===== src/rtl/mem_map_pkg.sv =====
// mem_map_pkg
//  Address-map defaults, RV32I load/store funct3 encodings, the request hold-register
//  layout and the lsu_req_ctrl state encoding. The lsu address decoder uses the same map.
package mem_map_pkg;

  // Data memory occupies [0, MEM_LIMIT)
  localparam logic [31:0] MEM_LIMIT_DEF = 32'h0000_1000;
  // Output I/O window (LEDR/LEDG/HEX/LCD)
  localparam logic [31:0] IO_BASE_DEF   = 32'h1000_0000;
  localparam logic [31:0] IO_SIZE_DEF   = 32'h0000_5000;
  // Switch window, read-only
  localparam logic [31:0] SW_BASE_DEF   = 32'h1001_0000;
  localparam logic [31:0] SW_SIZE_DEF   = 32'h0000_1000;

  typedef enum logic [2:0] {
    F3_B  = 3'b000,
    F3_H  = 3'b001,
    F3_W  = 3'b010,
    F3_BU = 3'b100,
    F3_HU = 3'b101
  } funct3_e;

  typedef enum logic [2:0] {
    IDLE   = 3'd0,
    ST_WR  = 3'd1,
    LD_REQ = 3'd2,
    LD_CAP = 3'd3,
    RESP   = 3'd4
  } lsu_state_e;

  // Request fields held for the whole transaction
  typedef struct packed {
    logic        we;
    logic [31:0] addr;
    logic [31:0] wdata;
    logic [2:0]  funct3;
  } lsu_req_t;

endpackage


===== src/rtl/mem_region_check.sv =====
// mem_region_check
//  Combinational classifier for a load/store request.
//  Ports:
//    i_addr      in  32  byte address
//    i_funct3    in  3   RV32I load/store funct3
//    i_we        in  1   1=store, 0=load
//    o_misalign  out 1   access not naturally aligned for its width
//    o_fault     out 1   illegal funct3, unmapped address or disallowed store
//  The two flags are mutually exclusive; misalignment wins.
module mem_region_check
  import mem_map_pkg::*;
#(
  parameter logic [31:0] MEM_LIMIT = MEM_LIMIT_DEF,
  parameter logic [31:0] IO_BASE   = IO_BASE_DEF,
  parameter logic [31:0] IO_SIZE   = IO_SIZE_DEF,
  parameter logic [31:0] SW_BASE   = SW_BASE_DEF,
  parameter logic [31:0] SW_SIZE   = SW_SIZE_DEF
) (
  input  logic [31:0] i_addr,
  input  logic [2:0]  i_funct3,
  input  logic        i_we,
  output logic        o_misalign,
  output logic        o_fault
);

  logic in_mem, in_io, in_sw;
  logic f3_ok, map_ok, mis_raw;

  always_comb begin
    in_mem = (i_addr < MEM_LIMIT);
    in_io  = (i_addr >= IO_BASE) && (i_addr < IO_BASE + IO_SIZE);
    in_sw  = (i_addr >= SW_BASE) && (i_addr < SW_BASE + SW_SIZE);

    if (i_we) f3_ok = (i_funct3 == F3_B) || (i_funct3 == F3_H) || (i_funct3 == F3_W);
    else      f3_ok = (i_funct3 == F3_B) || (i_funct3 == F3_H) || (i_funct3 == F3_W) ||
                      (i_funct3 == F3_BU) || (i_funct3 == F3_HU);

    mis_raw = 1'b0;
    if ((i_funct3 == F3_H) || (i_funct3 == F3_HU)) mis_raw = i_addr[0];
    else if (i_funct3 == F3_W)                     mis_raw = |i_addr[1:0];

    // I/O outputs only take full-word stores; the switch window never takes stores
    if (i_we) map_ok = in_mem || (in_io && (i_funct3 == F3_W));
    else      map_ok = in_mem || in_io || in_sw;

    // Alignment is only meaningful for a legal width encoding
    o_misalign = f3_ok && mis_raw;
    o_fault    = !o_misalign && (!f3_ok || !map_ok);
  end

endmodule


===== src/rtl/lsu_req_ctrl.sv =====
// lsu_req_ctrl
//  MEM-stage initiator for the load-store unit. Accepts one request per transaction,
//  classifies it, sequences the lsu strobes around the lsu's one-cycle synchronous read
//  and presents the result on a valid/ready response.
//  Ports:
//    i_clk, i_reset          clock, asynchronous active-low reset
//    i_req_valid/o_req_ready request handshake (ready only in IDLE)
//    i_req_we/addr/wdata/funct3  request fields
//    i_flush                 abandon an outstanding load or response
//    o_rsp_valid/i_rsp_ready response handshake
//    o_rsp_rdata/misalign/fault  response payload (zero outside RESP)
//    o_lsu_addr/o_st_data/o_lsu_wren/o_lsu_ren/o_funct3  to lsu
//    i_ld_data               from lsu, valid the cycle after o_lsu_ren
module lsu_req_ctrl
  import mem_map_pkg::*;
#(
  parameter logic [31:0] MEM_LIMIT = MEM_LIMIT_DEF,
  parameter logic [31:0] IO_BASE   = IO_BASE_DEF,
  parameter logic [31:0] SW_BASE   = SW_BASE_DEF
) (
  input  logic        i_clk,
  input  logic        i_reset,
  input  logic        i_req_valid,
  output logic        o_req_ready,
  input  logic        i_req_we,
  input  logic [31:0] i_req_addr,
  input  logic [31:0] i_req_wdata,
  input  logic [2:0]  i_req_funct3,
  input  logic        i_flush,
  output logic        o_rsp_valid,
  input  logic        i_rsp_ready,
  output logic [31:0] o_rsp_rdata,
  output logic        o_rsp_misalign,
  output logic        o_rsp_fault,
  output logic [31:0] o_lsu_addr,
  output logic [31:0] o_st_data,
  output logic        o_lsu_wren,
  output logic        o_lsu_ren,
  output logic [2:0]  o_funct3,
  input  logic [31:0] i_ld_data
);

  lsu_state_e  state_q, state_d;
  lsu_req_t    req_q, req_d;
  logic        mis_q, mis_d, flt_q, flt_d;
  logic [31:0] rdata_q, rdata_d;
  logic        chk_mis, chk_flt;
  logic        accept, busy, in_resp;

  mem_region_check #(
    .MEM_LIMIT (MEM_LIMIT),
    .IO_BASE   (IO_BASE),
    .IO_SIZE   (IO_SIZE_DEF),
    .SW_BASE   (SW_BASE),
    .SW_SIZE   (SW_SIZE_DEF)
  ) u_chk (
    .i_addr     (i_req_addr),
    .i_funct3   (i_req_funct3),
    .i_we       (i_req_we),
    .o_misalign (chk_mis),
    .o_fault    (chk_flt)
  );

  // A flush cycle never starts a new transaction
  assign accept = i_req_valid && (state_q == IDLE) && !i_flush;

  always_comb begin
    state_d = state_q;
    req_d   = req_q;
    mis_d   = mis_q;
    flt_d   = flt_q;
    rdata_d = rdata_q;
    case (state_q)
      IDLE: begin
        if (accept) begin
          req_d   = '{we: i_req_we, addr: i_req_addr, wdata: i_req_wdata, funct3: i_req_funct3};
          mis_d   = chk_mis;
          flt_d   = chk_flt;
          rdata_d = '0;
          if (chk_mis || chk_flt) state_d = RESP;
          else if (i_req_we)      state_d = ST_WR;
          else                    state_d = LD_REQ;
        end
      end
      // The write strobe is already out this cycle, so the store commits regardless of flush
      ST_WR:  state_d = RESP;
      LD_REQ: state_d = i_flush ? IDLE : LD_CAP;
      LD_CAP: begin
        if (i_flush) state_d = IDLE;
        else begin
          rdata_d = i_ld_data;
          state_d = RESP;
        end
      end
      RESP:    if (i_flush || i_rsp_ready) state_d = IDLE;
      default: state_d = IDLE;
    endcase
  end

  always_ff @(posedge i_clk or negedge i_reset) begin
    if (!i_reset) begin
      state_q <= IDLE;
      req_q   <= '0;
      mis_q   <= 1'b0;
      flt_q   <= 1'b0;
      rdata_q <= '0;
    end else begin
      state_q <= state_d;
      req_q   <= req_d;
      mis_q   <= mis_d;
      flt_q   <= flt_d;
      rdata_q <= rdata_d;
    end
  end

  // Address/funct3 stay on the lsu through LD_CAP so its read mux settles on the same word
  assign busy    = (state_q != IDLE);
  assign in_resp = (state_q == RESP);

  assign o_req_ready    = !busy;
  assign o_lsu_wren     = (state_q == ST_WR);
  assign o_lsu_ren      = (state_q == LD_REQ);
  assign o_lsu_addr     = busy ? req_q.addr   : '0;
  assign o_st_data      = busy ? req_q.wdata  : '0;
  assign o_funct3       = busy ? req_q.funct3 : '0;
  assign o_rsp_valid    = in_resp;
  assign o_rsp_rdata    = in_resp ? rdata_q : '0;
  assign o_rsp_misalign = in_resp && mis_q;
  assign o_rsp_fault    = in_resp && flt_q;

endmodule


===== config.mk =====
export PLATFORM = sky130hd
export DESIGN_NAME = lsu_req_ctrl
export DESIGN_NICKNAME = d
export VERILOG_FILES = /design/src/rtl/mem_map_pkg.sv /design/src/rtl/mem_region_check.sv /design/src/rtl/lsu_req_ctrl.sv
export SDC_FILE = /design/constraint.sdc
export NUM_CORES = 1
export LEC_CHECK = 0
export ABC_CLOCK_PERIOD_IN_PS = 1790
export CORE_ASPECT_RATIO = 0.9
export CORE_MARGIN = 1
export CORE_UTILIZATION = 25
export CTS_BUF_LIST = sky130_fd_sc_hd__clkbuf_16
export DETAILED_ROUTE_END_ITERATION = 10
export GPL_ROUTABILITY_DRIVEN = 0
export PLACE_DENSITY = 0.63
export SKIP_LAST_GASP = 1
export SLEW_MARGIN = 20
export SYNTH_ARGS = -nofsm -noshare
export SYNTH_HDL_FRONTEND = slang
export SYNTH_SLANG_ARGS = --single-unit

===== constraint.sdc =====
create_clock -name i_clk -period 1.79 [get_ports i_clk]
set_input_delay 0.4475 -clock i_clk [delete_from_list [all_inputs] [get_ports i_clk]]
set_output_delay 0.4475 -clock i_clk [all_outputs]
set_load 0.05 [all_outputs]

== Yosys cells after proc, flatten, opt, wreduce, memory -nomap -nowiden ==
Index checks and enable logic that the tools add are counted.
Widths: inputs -> output; s select.

* Register bits after elaboration: 104

* $lt $le $gt $ge: 5
* Equality and inequality tests: 11
* Muxes and demuxes: 18
* Reduce and logical (&&, ||, !) cells: 33

{| class="wikitable"
|+ Operator list
! kind !! count
|-
| $mux 32 || 5
|-
| $ge 32x29->1 const B || 2
|-
| $lt 32x29->1 const B || 2
|-
| $pmux 32 s2 || 1
|-
| $lt 32x13->1 const B || 1
|-
| $mux 3 || 5
|-
| $pmux 3 s5 || 1
|-
| $logic_or 1x1->1 || 11
|-
| $eq 3x2->1 const B || 3
|-
| $eq 3x3->1 const B || 3
|-
| $logic_and 1x1->1 || 9
|-
| $eq 3x1->1 const B || 2
|-
| $logic_not 3->1 || 2
|-
| $logic_not 1->1 || 5
|-
| $mux 1 || 4
|-
| $mux 2 || 2
|-
| $ne 2x2->1 const B || 2
|-
| $reduce_and 2->1 || 2
|-
| $reduce_and 3->1 || 1
|-
| $reduce_bool 3->1 || 1
|-
| $ne 2x1->1 const B || 1
|-
| $reduce_bool 2->1 || 1
|-
| $reduce_or 2->1 || 1
|}

== Longest topological paths before layout ==
* Word-level depth: 13
* Depth in mapped cells: 6

== By module ==
Synthesis repeated with hierarchy kept, for this count alone.

* Cells, all modules: 449
* Area total of the unflattened synthesis: 4,952.2 um2

{| class="wikitable"
|+ Modules (own cells, without submodules)
! module !! instances !! cells each !! area an instance (um2)
|-
| lsu_req_ctrl || 1 || 427 || 4,807.1
|-
| mem_region_check || 1 || 22 || 145.1
|}

== Least setup slack after synthesis ==
Ideal clock, no wire load.

* Path kind: register to output
* From: register state_q[1]
* To: output o_rsp_rdata[22]
* Arrival time: 1.938 ns
* Path slack: -0.595 ns
* Cell stages (with the launch flop): 5
* Buffers on the path: 1
* Cell sequence: dfrtp_1 nand2b_1 nor2_1 clkbuf_1 and2_1

* Word-level cells in the longest chain between the ends: 2

{| class="wikitable"
|+ RTL lines
! element !! line !! RTL
|-
| start, declared || lsu_req_ctrl.sv:43 || <nowiki>lsu_state_e state_q, state_d;</nowiki>
|-
| start signal, assigned || lsu_req_ctrl.sv:108 || <nowiki>state_q <= state_d;</nowiki>
|-
| $eq 3x3->1 || lsu_req_ctrl.sv:118 || <nowiki>assign in_resp = (state_q == RESP);</nowiki>
|-
| via o_rsp_valid || lsu_req_ctrl.sv:30 || <nowiki>output logic o_rsp_valid,</nowiki>
|-
| $mux 32 || lsu_req_ctrl.sv:127 || <nowiki>assign o_rsp_rdata = in_resp ? rdata_q : '0;</nowiki>
|-
| end, declared || lsu_req_ctrl.sv:32 || <nowiki>output logic [31:0] o_rsp_rdata,</nowiki>
|}

The timed path passes the listed nets, and every way through them passes these cells.

== Final worst setup path ==
* From: register state_q[1]
* To: output o_rsp_rdata[24]

* Word-level cells in the longest chain between the ends: 2

{| class="wikitable"
|+ RTL lines
! element !! line
|-
| $eq 3x3->1 || lsu_req_ctrl.sv:118
|-
| $mux 32 || lsu_req_ctrl.sv:127
|}

Every way passes these cells.

==> impl_results.md <==
- Slew headroom: 69.00%
- Initial antenna violation count: 0
- First-pass DRT Iterations: 5
- Die Y: 134.1 um
- H-tree levels: 3
- CTS Hold Buffers Added: 0
- PD cells: 735.6 mW/mm2
- DR WL/cell: 14.42 um
- Buf/Inv on CP: 3
- Internal: 4.496 mW
- Syn Std Cell Area: 0.004845 mm2
- Number of clock sinks: 104
- Cell breakdown of the critical path: nand2b_4, nor2_4, clkbuf_16, buf_12, and2_4, buf_12
- Multi-input gate area: 0.002370 mm2
- Failing checks: negative setup slack
- Proportion of layout cells with a drive suffix above 1: about a third
- Cells after DPL: 994
- Kind of critical path: register to primary output
- Via density: 4.290
- Worst path required time: approximately 1.3 ns
- Most frequent CP cell: buf_12
- GRT Resource Usage Total: 14.60%
- Comb pwr share: 29.2%
- Critical Path End Type: primary output
- Outcome: finished, violations left
- First-pass GRT wire length: approximately 23000 um
- Slowest stage cell, crit path: dfrtp_2
- Max Cap Viol: 0
- Sw Share: 31.24%
- Synth area leaders: dfrtp_1 (54%), nand2_1 (15%), nor2b_1 (8.7%)
- DP Area: 0.007963 mm2
- Yosys warns: 0
- Crit path time final: 2.150 ns
- Post-route cell area: 0.008889 mm2
- Min-Delay Path Class: input pin to asynchronous set/reset pin
- Crit-path max FO: 8
- Number of enable flip-flop cells after synthesis: 0
- Tcrit/Tclk final: 120.1%
- RSZ-0062 raised after global routing: true
- Dominant cell type by area after synthesis: dfrtp_1
- Die Width: roughly 150 um
- Via count: 4410
- DP HPWL: 10280 um
- Top FF cell, synth: dfrtp_1
- Post-DRT Antenna Nets: 0
- Die Area: 0.01994 mm2
- Final WS setup: -0.3604 ns
- Critical Path Max Stage Delay: 0.42 ns
- Setup Skew: between 0.004 and 0.005 ns
- # port buffers: ~210
- IO Pins: 210
- Final Max Tran Viols: 0
- Syn nets: roughly 640
- Max IR drop VDD: 0.0005891 V
- Crit path max-delay family: simple AND/OR/NAND/NOR gates
- Worst skew pair latency: 0.35 ns
- # DRC: 0
- Tightest Pin Transition: about 0.46 ns
- Data arrival, critical path: 1.70 ns
- Sequential share of the synthesized area: 53.72%
- F_max: about 470 MHz
- Initial core utilization: 25.91%
- CTS tree: yes
- Top cell type's share of synthesized area: between 50% and 60%
- Fraction of registers with async set/reset: 100.0%
- Sequential share of power: 42.1%
- Final Non-Filler Cells: 1028
- Nets@finish: around 880
- Clock-pin transition on the worst setup and hold timing paths: roughly 0.07 ns
- Sequential Area: 0.002606 mm2
- #FFs+latches synth: 104
- Core ar.: 0.01870 mm2
- Syn Area/Cell: 9.124 um2
- Final setup fails: ~110
- Yosys cell types: 36
- Area growth syn-to-layout: 83.47%
- Largest net degree at the start of global routing: 46
- Post-Syn Instances: roughly 530
- CTS Buf Count: 9
- DRT iter0 DRCs: 139
- Remaining Overflow, GRT: 0
- Setup TNS: -31.52 ns
- CTS Buffer Depth: 2
- Final hold vios: 0
- Antenna cells: 0
- Routed wire length: 14830 um
- Setup crit start kind: register
- Hold_ws: 0.04797 ns
- Clock power share: 28.7%
- Pwr Total: between 6 and 7 mW
- P_leak: 3.933 nW
- Vias in the first global route: ~4400
- Layout fillers: 1755
- NetSw: 2.043 mW
- Clock Tree Root: clkbuf_16
- Cell row count: 47
placed cells by master, fill, tap and decap left out, drive strengths merged:
cell type	Yosys	final
and3	1	1
inv	3	4
nor3b	1	1
a2111oi	1	1
a221oi	1	1
and3b	1	1
clkinv	0	4
clkbuf	29	14
buf	3	160
a211oi	1	1
nand2	193	193
nand3	1	1
dlygate4sd2	0	3
o22ai	1	1
o21a	1	1
a21o	1	1
a221o	1	1
a22o	1	1
clkinvlp	0	2
o221ai	1	1
nor2b	67	67
nor3	3	3
nand2b	1	1
a21oi	1	1
a32oi	1	1
nor4	5	5
nand3b	1	1
dfrtp	104	104
and2	34	34
and4	1	1
mux2	26	26
dlymetal6s2s	0	1
or3b	1	1
o21ai	35	35
nor2	9	9
o31ai	1	1
clkdlybuf4s50	0	99
synthesized netlist by cell type (2+ instances only):
cell and count:
nand2_1 193, dfrtp_1 104, nor2b_1 67, and2_1 34, o21ai_1 34, clkbuf_1 29, mux2_1 20, nor2_1 9
mux2_2 6, nor4_1 4, inv_1 3, nor3_1 3, buf_2 2
power groups by stage:
stage	Clock [mW]	Combinational [mW]	Sequential [mW]
6_report	1.88	1.91	2.75
5_1_grt	2.05	2.04	2.79
4_1_cts	1.95	1.77	2.75
3_5_place_dp	0	1.71	2.79
3_3_place_gp	0	1.70	2.79
2_1_floorplan	0	0.968	2.76
per-layer routing:
metal  track usage, %  vias up  part of all wire, %
met4            3.515        0                  1.3
li1                 -     2189                    -
met3            6.020       15                  7.9
met2            23.39      135                   47
met5                0        -                    0
met1            18.20     2071                   44
state kept, by name (all words and copies together), names as in the netlist:
name,flops
flt_q,1
mis_q,1
rdata_q,32
req_q,67
state_q,3
what timing repair did:
| action | 4_1_cts | 5_1_grt |
|---|---|---|
| gates cloned | 0 | 7 |
| resized for setup | 41 | 89 |
| setup buffers | 1 | 10 |
| setup endpoints to repair | 108 | 107 |
| pin swaps | 5 | 23 |
worst register-to-register path: stages (launching register included):
cell,delay (ns)
dfrtp_2,0.42
buf_4,0.15
buf_4,0.12
nor2_1,0.23
and3_2,0.26
mux2_1,0.33
a21o_1,0.15
kinds of logic after synthesis:
group | share of synthesized area [%]
AO/OA/AOI/OAI | 6.250
buffers and inverters | 2.763
flip-flops | 53.72
multiplexers | 6.043
AND/OR/NAND/NOR | 31.22
cell type report:
cell class | count | area share [%]
repair buffers | 268 | 37.35
well taps | 245 | 3.449
inverters | 3 | 0.1548
clock buffers | 9 | 2.534
clock inverters | 7 | 0.5349
multi-input cells | 392 | 26.66
flip-flops and latches | 104 | 29.32
final timing paths:
check	depth (start not counted)	start	to	slack, ns
worst max-delay path	6	state_q[1]	o_rsp_rdata[24]	-0.36
worst min-delay path	1	i_reset	req_q[33]	0.05
worst max register to register	6	state_q[1]	flt_q	0.03
worst min register to register	2	req_q[25]	req_q[25]	0.47
max in group asynchronous	2	i_reset	req_q[43]	1.14
min in group i_clk	2	req_q[25]	req_q[25]	0.47
per-stage QoR:
stage	setup slack [ns]	util, %
2_1_floorplan	-0.1596	-
4_1_cts	-0.3494	44.83
6_report	-0.3604	47.53
3_3_place_gp	-0.4795	42.58
5_1_grt	-0.4271	47.53
3_5_place_dp	-0.5092	42.58
(Power assumes the default switching activity.)
